## src/rtl/game_pkg.sv

```systemverilog
// Shared types and constants for the per-frame game sequencer.
package game_pkg;

    typedef enum logic [2:0] {
        ST_IDLE,
        ST_READY,
        ST_PLAY,
        ST_DYING,
        ST_CLEAR,
        ST_GAMEOVER
    } game_state_t;

    typedef enum logic [1:0] {
        DIR_UP    = 2'd0,
        DIR_LEFT  = 2'd1,
        DIR_DOWN  = 2'd2,
        DIR_RIGHT = 2'd3
    } dir_t;

    typedef enum logic [1:0] {
        GHOST_BLINKY = 2'd0,
        GHOST_PINKY  = 2'd1,
        GHOST_INKY   = 2'd2,
        GHOST_CLYDE  = 2'd3
    } ghost_idx_t;

    localparam int NUM_GHOSTS     = 4;
    localparam int PTS_PELLET     = 10;
    localparam int PTS_POWER      = 50;
    localparam int PTS_GHOST_BASE = 200;
    localparam int PTS_GHOST_MAX  = 1600;

    // 17-bit sum clamped to the 16-bit score range.
    function automatic logic [15:0] sat_add16(input logic [15:0] a, input logic [11:0] b);
        logic [16:0] s;
        s = {1'b0, a} + {5'b0, b};
        return s[16] ? 16'hFFFF : s[15:0];
    endfunction

endpackage

```

## src/rtl/ghost_hit_detect.sv

```systemverilog
// Combinational sprite overlap test: |dx| and |dy| both strictly below HIT_DIST.
module ghost_hit_detect #(
    parameter int HIT_DIST = 8
) (
    input  logic [9:0] pac_x,
    input  logic [9:0] pac_y,
    input  logic [9:0] ghost_x,
    input  logic [9:0] ghost_y,
    output logic       hit
);

    localparam logic [10:0] HIT_W = 11'(HIT_DIST);

    logic [10:0] dx;
    logic [10:0] dy;
    logic [10:0] adx;
    logic [10:0] ady;

    // One extra bit keeps the difference signed so the screen edges never wrap.
    always_comb begin
        dx  = {1'b0, pac_x} - {1'b0, ghost_x};
        dy  = {1'b0, pac_y} - {1'b0, ghost_y};
        adx = dx[10] ? (~dx + 11'd1) : dx;
        ady = dy[10] ? (~dy + 11'd1) : dy;
        hit = (adx < HIT_W) && (ady < HIT_W);
    end

endmodule

```

## src/rtl/game_state_ctrl.sv

```systemverilog
// Per-frame game sequencer: lives, score, pellets, fright mode, collisions and
// the freeze / death-animation controls fed to the motion and colour logic.
module game_state_ctrl
    import game_pkg::*;
#(
    parameter int HIT_DIST      = 8,
    parameter int READY_FRAMES  = 120,
    parameter int DEATH_FRAMES  = 48,
    parameter int CLEAR_FRAMES  = 90,
    parameter int FRIGHT_FRAMES = 360,
    parameter int PELLET_TOTAL  = 244,
    parameter int LIVES_INIT    = 3
) (
    input  logic                        frame_clk,
    input  logic                        Reset,
    input  logic                        start,
    input  logic [9:0]                  pac_x,
    input  logic [9:0]                  pac_y,
    input  logic [NUM_GHOSTS-1:0][9:0]  ghost_x,
    input  logic [NUM_GHOSTS-1:0][9:0]  ghost_y,
    input  logic                        pellet_eaten,
    input  logic                        power_eaten,
    output logic                        lose_game,
    output logic                        freeze,
    output logic                        respawn,
    output logic                        pellet_reset,
    output logic                        frightened,
    output logic [NUM_GHOSTS-1:0]       ghost_eaten,
    output logic [NUM_GHOSTS-1:0]       eaten_mask,
    output logic [15:0]                 score,
    output logic [1:0]                  lives,
    output logic                        level_clear,
    output logic                        game_over
);

    localparam int TMR_MAX = (READY_FRAMES > CLEAR_FRAMES)
                           ? ((READY_FRAMES > DEATH_FRAMES) ? READY_FRAMES : DEATH_FRAMES)
                           : ((CLEAR_FRAMES > DEATH_FRAMES) ? CLEAR_FRAMES : DEATH_FRAMES);
    localparam int TMR_W = $clog2(TMR_MAX + 1);
    localparam int FR_W  = $clog2(FRIGHT_FRAMES + 1);
    localparam int PL_W  = $clog2(PELLET_TOTAL + 1);

    game_state_t              state_reg;
    game_state_t              state_next;
    logic [TMR_W-1:0]         phase_cnt_reg;
    logic [FR_W-1:0]          fright_cnt_reg;
    logic [FR_W-1:0]          fright_cnt_next;
    logic [PL_W-1:0]          pellets_left_reg;
    logic [PL_W-1:0]          pellets_left_next;
    logic [NUM_GHOSTS-1:0]    eaten_mask_reg;
    logic [NUM_GHOSTS-1:0]    eaten_mask_next;
    logic [NUM_GHOSTS-1:0]    ghost_eaten_reg;
    logic [10:0]              chain_reg;
    logic [10:0]              chain_next;
    logic [15:0]              score_reg;
    logic [11:0]              score_add;
    logic [1:0]               lives_reg;
    logic                     respawn_reg;
    logic                     pellet_reset_reg;

    logic [NUM_GHOSTS-1:0]    hit;
    logic [NUM_GHOSTS-1:0]    unmasked_hit;
    logic [NUM_GHOSTS-1:0]    lower_hit;
    logic [NUM_GHOSTS-1:0]    eat_sel;
    logic                     in_play;
    logic                     fright_active;
    logic                     death_hit;
    logic                     pellet_go;
    logic                     power_go;
    logic                     timer_last;

    assign in_play       = (state_reg == ST_PLAY);
    assign fright_active = (fright_cnt_reg != '0);

    // Only the lowest-index unmasked ghost under pacman is eaten in a given frame.
    assign lower_hit[0] = 1'b0;
    for (genvar gi = 0; gi < NUM_GHOSTS; gi++) begin : g_ghost
        ghost_hit_detect #(
            .HIT_DIST (HIT_DIST)
        ) u_hit (
            .pac_x   (pac_x),
            .pac_y   (pac_y),
            .ghost_x (ghost_x[gi]),
            .ghost_y (ghost_y[gi]),
            .hit     (hit[gi])
        );
        assign unmasked_hit[gi] = hit[gi] & ~eaten_mask_reg[gi];
        assign eat_sel[gi]      = in_play & fright_active & unmasked_hit[gi] & ~lower_hit[gi];
        if (gi < NUM_GHOSTS - 1) begin : g_chain
            assign lower_hit[gi+1] = lower_hit[gi] | unmasked_hit[gi];
        end
    end

    assign death_hit = in_play & ~fright_active & (|unmasked_hit);

    always_comb begin
        timer_last = 1'b0;
        case (state_reg)
            ST_READY: timer_last = (phase_cnt_reg == TMR_W'(READY_FRAMES - 1));
            ST_DYING: timer_last = (phase_cnt_reg == TMR_W'(DEATH_FRAMES - 1));
            ST_CLEAR: timer_last = (phase_cnt_reg == TMR_W'(CLEAR_FRAMES - 1));
            default:  timer_last = 1'b0;
        endcase
    end

    // A death in the same frame swallows any pellet events.
    always_comb begin
        pellet_go = in_play & ~death_hit & pellet_eaten;
        power_go  = in_play & ~death_hit & power_eaten;

        pellets_left_next = pellets_left_reg;
        if (pellet_go && pellets_left_next != '0)
            pellets_left_next = pellets_left_next - PL_W'(1);
        if (power_go && pellets_left_next != '0)
            pellets_left_next = pellets_left_next - PL_W'(1);

        score_add = '0;
        if (pellet_go)
            score_add = score_add + 12'(PTS_PELLET);
        if (power_go)
            score_add = score_add + 12'(PTS_POWER);
        if (|eat_sel)
            score_add = score_add + {1'b0, chain_reg};

        if (power_go)
            fright_cnt_next = FR_W'(FRIGHT_FRAMES);
        else if (fright_active)
            fright_cnt_next = fright_cnt_reg - FR_W'(1);
        else
            fright_cnt_next = fright_cnt_reg;

        eaten_mask_next = eaten_mask_reg | eat_sel;
        if (fright_cnt_reg == FR_W'(1) || power_go)
            eaten_mask_next = '0;

        chain_next = chain_reg;
        if (|eat_sel)
            chain_next = (chain_reg >= 11'(PTS_GHOST_MAX / 2)) ? 11'(PTS_GHOST_MAX)
                                                               : {chain_reg[9:0], 1'b0};
        if (power_go)
            chain_next = 11'(PTS_GHOST_BASE);
    end

    always_ff @(posedge frame_clk) begin
        if (Reset)
            state_reg <= ST_IDLE;
        else
            state_reg <= state_next;
    end

    always_comb begin
        state_next = state_reg;
        case (state_reg)
            ST_IDLE, ST_GAMEOVER: if (start) state_next = ST_READY;
            ST_READY:             if (timer_last) state_next = ST_PLAY;
            ST_PLAY: begin
                if (death_hit)
                    state_next = ST_DYING;
                else if (pellets_left_next == '0)
                    state_next = ST_CLEAR;
            end
            ST_DYING: begin
                if (timer_last)
                    state_next = (lives_reg == 2'd1) ? ST_GAMEOVER : ST_READY;
            end
            ST_CLEAR:             if (timer_last) state_next = ST_READY;
            default:              state_next = ST_IDLE;
        endcase
    end

    always_comb begin
        freeze      = 1'b1;
        lose_game   = 1'b0;
        level_clear = 1'b0;
        game_over   = 1'b0;
        case (state_reg)
            ST_PLAY:     freeze = 1'b0;
            ST_DYING:    lose_game = 1'b1;
            ST_CLEAR:    level_clear = 1'b1;
            ST_GAMEOVER: begin
                lose_game = 1'b1;
                game_over = 1'b1;
            end
            default: ;
        endcase
    end

    always_ff @(posedge frame_clk) begin
        respawn_reg      <= 1'b0;
        pellet_reset_reg <= 1'b0;
        ghost_eaten_reg  <= '0;
        if (Reset) begin
            phase_cnt_reg    <= '0;
            fright_cnt_reg   <= '0;
            pellets_left_reg <= PL_W'(PELLET_TOTAL);
            eaten_mask_reg   <= '0;
            chain_reg        <= 11'(PTS_GHOST_BASE);
            score_reg        <= '0;
            lives_reg        <= 2'(LIVES_INIT);
        end else begin
            case (state_reg)
                ST_IDLE, ST_GAMEOVER: begin
                    if (start) begin
                        phase_cnt_reg    <= '0;
                        fright_cnt_reg   <= '0;
                        pellets_left_reg <= PL_W'(PELLET_TOTAL);
                        eaten_mask_reg   <= '0;
                        chain_reg        <= 11'(PTS_GHOST_BASE);
                        score_reg        <= '0;
                        lives_reg        <= 2'(LIVES_INIT);
                        respawn_reg      <= 1'b1;
                        pellet_reset_reg <= 1'b1;
                    end
                end
                ST_READY: begin
                    phase_cnt_reg <= timer_last ? '0 : phase_cnt_reg + TMR_W'(1);
                end
                ST_PLAY: begin
                    phase_cnt_reg <= '0;
                    if (death_hit) begin
                        fright_cnt_reg <= '0;
                        eaten_mask_reg <= '0;
                    end else begin
                        score_reg        <= sat_add16(score_reg, score_add);
                        pellets_left_reg <= pellets_left_next;
                        fright_cnt_reg   <= fright_cnt_next;
                        eaten_mask_reg   <= eaten_mask_next;
                        chain_reg        <= chain_next;
                        ghost_eaten_reg  <= eat_sel;
                    end
                end
                ST_DYING: begin
                    phase_cnt_reg  <= timer_last ? '0 : phase_cnt_reg + TMR_W'(1);
                    fright_cnt_reg <= '0;
                    if (timer_last) begin
                        lives_reg   <= lives_reg - 2'd1;
                        respawn_reg <= (lives_reg != 2'd1);
                    end
                end
                ST_CLEAR: begin
                    phase_cnt_reg <= timer_last ? '0 : phase_cnt_reg + TMR_W'(1);
                    if (timer_last) begin
                        pellets_left_reg <= PL_W'(PELLET_TOTAL);
                        fright_cnt_reg   <= '0;
                        eaten_mask_reg   <= '0;
                        respawn_reg      <= 1'b1;
                        pellet_reset_reg <= 1'b1;
                    end
                end
                default: ;
            endcase
        end
    end

    assign respawn      = respawn_reg;
    assign pellet_reset = pellet_reset_reg;
    assign frightened   = fright_active;
    assign ghost_eaten  = ghost_eaten_reg;
    assign eaten_mask   = eaten_mask_reg;
    assign score        = score_reg;
    assign lives        = lives_reg;

endmodule

```

## config.mk

```make
export PLATFORM = sky130hd
export DESIGN_NAME = game_state_ctrl
export DESIGN_NICKNAME = d
export VERILOG_FILES = /design/src/rtl/game_pkg.sv /design/src/rtl/ghost_hit_detect.sv /design/src/rtl/game_state_ctrl.sv
export SDC_FILE = /design/constraint.sdc
export NUM_CORES = 1
export LEC_CHECK = 0
export BUFFER_PORTS_ARGS = -buffer_cell sky130_fd_sc_hd__buf_2
export CAP_MARGIN = 10
export CORE_ASPECT_RATIO = 2
export CORE_MARGIN = 2
export CORE_UTILIZATION = 40
export DETAILED_ROUTE_END_ITERATION = 8
export HOLD_SLACK_MARGIN = 0.12
export SLEW_MARGIN = 20
export SYNTH_ARGS = -nofsm -noshare
export SYNTH_HDL_FRONTEND = slang
export SYNTH_SLANG_ARGS = --single-unit
```

## constraint.sdc

```tcl
create_clock -name frame_clk -period 18.05 [get_ports frame_clk]
set_clock_uncertainty 0.05 [all_clocks]
set_input_delay 1.805 -clock frame_clk [delete_from_list [all_inputs] [get_ports frame_clk]]
set_output_delay 1.805 -clock frame_clk [all_outputs]
set_load 0.05 [all_outputs]
```

==> impl_metrics.ini, run 1 <==
[outcome]
status = complete, no violations

[setup_path]
cp-start-kind = input pin
startpoint = pac_x[0]
worstPathArrival_ps = 9590
crit_fanout = 14
crit_path_max_incr_delay_ps = 660
end_kind = register
crit_top_cell = a21oi_1
crit_required_ps = 18230
reg2reg_from = eaten_mask[3]
cp_slowest_cell = a2111oi_0
critPathKind = in2reg

[synth]
ys_ff_latch = 63
synth_area_leaders = ha_1 (14%), dfxtp_1 (13%), a21oi_1 (6.1%)
async_flop_share = 0
synth_fp_nets = 1525
synth_common_cells = inv_1 (127), a21oi_1 (116), nor2_1 (115)
yosysMostFrequentCell = inv_1
synthFlopType = dfxtp_1
yosys.cell_types.count = 95
synth_edf_count = 0
synth.top_cell.area_share = 0.1362
ys_seq_area_frac = 0.1333
synth_area_leader_cell = ha_1
synth_area_um2 = 9460
yosys_warnings = 0
synth_area_per_cell_um2 = 7.238
synthCells = 1307

[floorplan]
dieArea_um2 = 24970
die-height_um = 221.5
io_pins = 138
die_x_um = 112.7
core_um2 = 23230
rows = 79
start_util = 0.4073

[layout]
design_area_um2 = 10650
largest_register_ffs = 16
drive_above_1_share = 0.1369
multiInputGateArea_um2 = 7555
instances_no_fill = 1707
syn_to_final_growth_pct = 12.55
final_nets = 1637
fill_cells = 2446
diodes = 0
regArea_um2 = 1261

[place]
gp_congestion = 0.9449
numPortBuffers = 137
place_ws_ps = 8307
placed_cell_area_um2 = 10350
place_inst = 1691
dp_hpwl_mm = 23.65

[sta]
worst_slack_ps = 8632
min_period_ps = 9418
setup_violations = 0
finalSetupTns_ps = 0
drv_slew = 0
max_freq_ghz = 0.1062
rsz0062_at_grt = no
relSlewSlack = 0.3622
fin_crit_sh = 0.5217
worst_pin_slew_ps = 954.7
final_hold_viol_count = 0

[power_and_ir_drop]
ir_drop_v = 0.00009133
power_uw = 783.9
leakagePower_nw = 4.937
p_per_area_nw_per_um2 = 73.62

[global_route]
grt_pass1_wl_mm = 45.84
grt_pass1_vias = 9926
antenna_found_initial = 0
grt_overflow = 0
grt_max_degree = 40
gr-usage-all-layers = 0.2235

[routing]
num_vias = 10060
firstDrtPassIters = 5
drt_wl_total_mm = 28.58
avgRoutedWirePerCell_um = 16.75
drc_errors = 0
antenna_left = 0
avgViaCountPerCell = 5.893
drt_iter0_markers = 497

[clock_network]
root_buffer = clkbuf_16
clock-sinks = 63
clk_latency_ps = 340
tritoncts = built
cts_buffers = 9
cts-htree-levels = 3
clockBufferDepth = 2
post_cts_resized = 0
postCtsSetupBuffers = 0
ctsHoldBuffers = 0
clk_pin_slew_ps = 60

[hold_path]
hold_class = reg2reg
hold_start = chain_reg[3]

[run]
drv_cap = 0
[power breakdown]
part	switching (mW)	internal, mW	leakage (nW)	total (mW)
combinational	0.282	0.157	4.29	0.439
clock	0.0652	0.110	0.138	0.176
sequential	0.0177	0.151	0.510	0.169
total	0.365	0.419	4.94	0.784
[metal layers]
| metal | vias up | global-route usage | share of wire |
|---|---|---|---|
| met4 | 0 | 0.1361 | 0.060 |
| li1 | 5036 | - | - |
| met2 | 264 | 0.4406 | 0.55 |
| met3 | 103 | 0.01832 | 0.031 |
| met1 | 4656 | 0.2167 | 0.36 |
| met5 | - | 0 | 0 |
[cells in the final DEF (no fill, tap or decap), types with 18 or more instances in the layout]
master and n:
o21a_1 20, inv_1 127, buf_2 137, nand2_1 99, xnor2_1 42, nor2_1 115
dfxtp_1 63, nand2b_1 19, nand3_1 46, o21ai_0 61, nor3_1 31, a31oi_1 18
ha_1 103, a21oi_1 116, a21o_1 43, xor2_1 32
[cells by family after synthesis]
kind of cell | count (synthesis) | share of synthesized area
compound gates | 422 | 0.3059
xor+xnor | 75 | 0.07023
flops | 63 | 0.1333
buf+inv | 166 | 0.06811
mux | 15 | 0.01772
fa+ha+maj | 113 | 0.1574
simple gates | 453 | 0.2473
[layout make-up]
type	count	area share
clock buffer	11	0.02280
timing repair buffer	138	0.06510
tap	283	0.03326
clock inverter	5	0.005405
inverter	129	0.04548
multi-input combinational	1078	0.7095
sequential	63	0.1184
[worst paths after layout]
kind | to | slack, ps | depth (start not counted)
worst min register to register | chain_reg[3] | 430 | 2
worst max register to register | score[12] | 11500 | 26
worst min-delay path | chain_reg[3] | 430 | 2
worst max-delay path | score[12] | 8630 | 34
[per-stage QoR]
| step | utilization | hold WS (ps) |
|---|---|---|
| finish | 0.4584 | 430.4 |
| global route | 0.4584 | 473.2 |
| CTS | 0.4584 | 431.5 |
| detailed placement | 0.4455 | 422.2 |
| global placement | 0.4455 | 420.2 |
| floorplan | - | 390.0 |
[critical path: cells and delay by family]
family                   cells  cell delay (ps)
AND/OR/NAND/NOR              7             1410
multiplexers                 2              560
AO/OA/AOI/OAI               15             3800
buffers and inverters        5              500
adder cells (fa/ha/maj)      5             1480
Power figures use the tool's default switching activity.
==> run 2: changes to the inputs <==
- clock period: 18.05 -> 8.5 ns (I/O delays scaled with it)
==> run 2 against run 1 <==
- worst hold slack got worse by 4.4 ps
- combinational power increased by 110%
- cell area hardly changed
- sequential cell count unchanged
- non-clock buffer count is 1 higher
- clock power up 110%
- die area stayed put
- largest cell class unchanged
- largest power group unchanged
==> impl_metrics.ini, run 2 (synthesized netlist as in run 1, its figures left out) <==
[power_and_ir_drop]
leakagePower_nw = 4.941
intPower_uw = 888.8
clkPwrFrac = 0.225
switchingPower_uw = 776.0
pwr-share-seq = 0.216
ir_drop_v = 0.0001924
p_per_area_nw_per_um2 = 156.2
power_mw = 1.665
combPwrFrac = 0.559
swShare = 0.4661

[floorplan]
io_pins = 138
rows = 79
core_um2 = 23230
die-height_um = 221.5
die_x_um = 112.7
dieArea_um2 = 24970
start_util = 0.4073

[clock_network]
root_buffer = clkbuf_16
cts-htree-levels = 3
post_cts_resized = 0
postCtsSetupBuffers = 0
tritoncts = built
cts_buffers = 9
clk_latency_ps = 340
clk_pin_slew_ps = 50
clock-sinks = 63
ctsHoldBuffers = 0
clockBufferDepth = 2

[layout]
final_common_cell = buf_2
utilization = 0.4587
drive_above_1_share = 0.1375
diodes = 0
instances_no_fill = 1708
largest_register_ffs = 16
regArea_um2 = 1261
design_area_um2 = 10660
final_cell_mix = buf_2 (137), inv_1 (127), a21oi_1 (116)
fill_cells = 2457
syn_to_final_growth_pct = 12.63
final_nets = 1638
multiInputGateArea_um2 = 7555

[place]
place_inst = 1692
gp_congestion = 0.9272
placed_cell_area_um2 = 10350
dp_hpwl_mm = 23.68
numPortBuffers = 137
place_ws_ps = 268.9

[sta]
min_period_ps = 7861
relSlewSlack = 0.3690
whs_ps = 426.0
rsz0062_at_grt = no
max_freq_ghz = 0.1272
worst_pin_slew_ps = 944.6
final_hold_viol_count = 0
finalSetupTns_ps = 0
fin_crit_sh = 0.9249
worst_slack_ps = 638.7
drv_slew = 0
setup_violations = 0

[routing]
drt_wl_total_mm = 28.56
drc_errors = 0
avgViaCountPerCell = 5.842
drt_iter0_markers = 459
firstDrtPassIters = 5
antenna_left = 0
num_vias = 9978
avgRoutedWirePerCell_um = 16.72

[setup_path]
crit_required_ps = 8680
end_kind = register
reg2reg_depth = 23
r2r_setup_slack_ps = 2240
critPathKind = in2reg
path_buf_inv = 5
reg2reg_from = state_reg[1]
cp-start-kind = input pin
path_delay_family = compound AO/OA/AOI/OAI gates
path_depth = 34
startpoint = pac_y[0]
crit_fanout = 14
crit_path_max_incr_delay_ps = 580
worstPathArrival_ps = 8040
cp_slowest_cell = nor4_1

[hold_path]
hold_start = chain_reg[3]
hold_depth = 2
hold_class = reg2reg

[global_route]
grt_pass1_wl_mm = 45.61
grt_pass1_vias = 9865
grt_max_degree = 40
antenna_found_initial = 0
grt_overflow = 0
gr-usage-all-layers = 0.2219

[run]
drv_cap = 0

[outcome]
status = complete, no violations
-- run 2: worst paths after layout --
| check | end |
|---|---|
| min | chain_reg[3] |
| max | score[12] |
| min reg2reg | chain_reg[3] |
| max reg2reg | score[12] |
-- run 2: power by group through the flow --
stage	sequential (mW)	clock (mW)	combinational (mW)
after detailed placement	0.364	0	0.926
final	0.359	0.375	0.931
after global placement	0.364	0	0.919
after CTS	0.358	0.382	0.931
after global routing	0.364	0.391	1.03
after floorplan	0.360	0	0.700
-- run 2: tightest hold or removal path, stage by stage (launching register included) --
cell and delay [ps]:
dfxtp_1 330, nand2_1 60, nand2_1 40
-- run 2: layer usage --
metal / routed length (um) / GRT usage
met1: 10350 / 0.2107
met2: 15930 / 0.4510
met3: 791 / 0.01832
met4: 1481 / 0.1176
met5: 0 / 0
-- run 2: cell type report --
class	instances	area share
Tap cell	283	0.03323
Multi-Input combinational cell	1078	0.7090
Clock inverter	5	0.005402
Sequential cell	63	0.1184
Timing Repair Buffer	139	0.06576
Inverter	129	0.04544
Clock buffer	11	0.02278
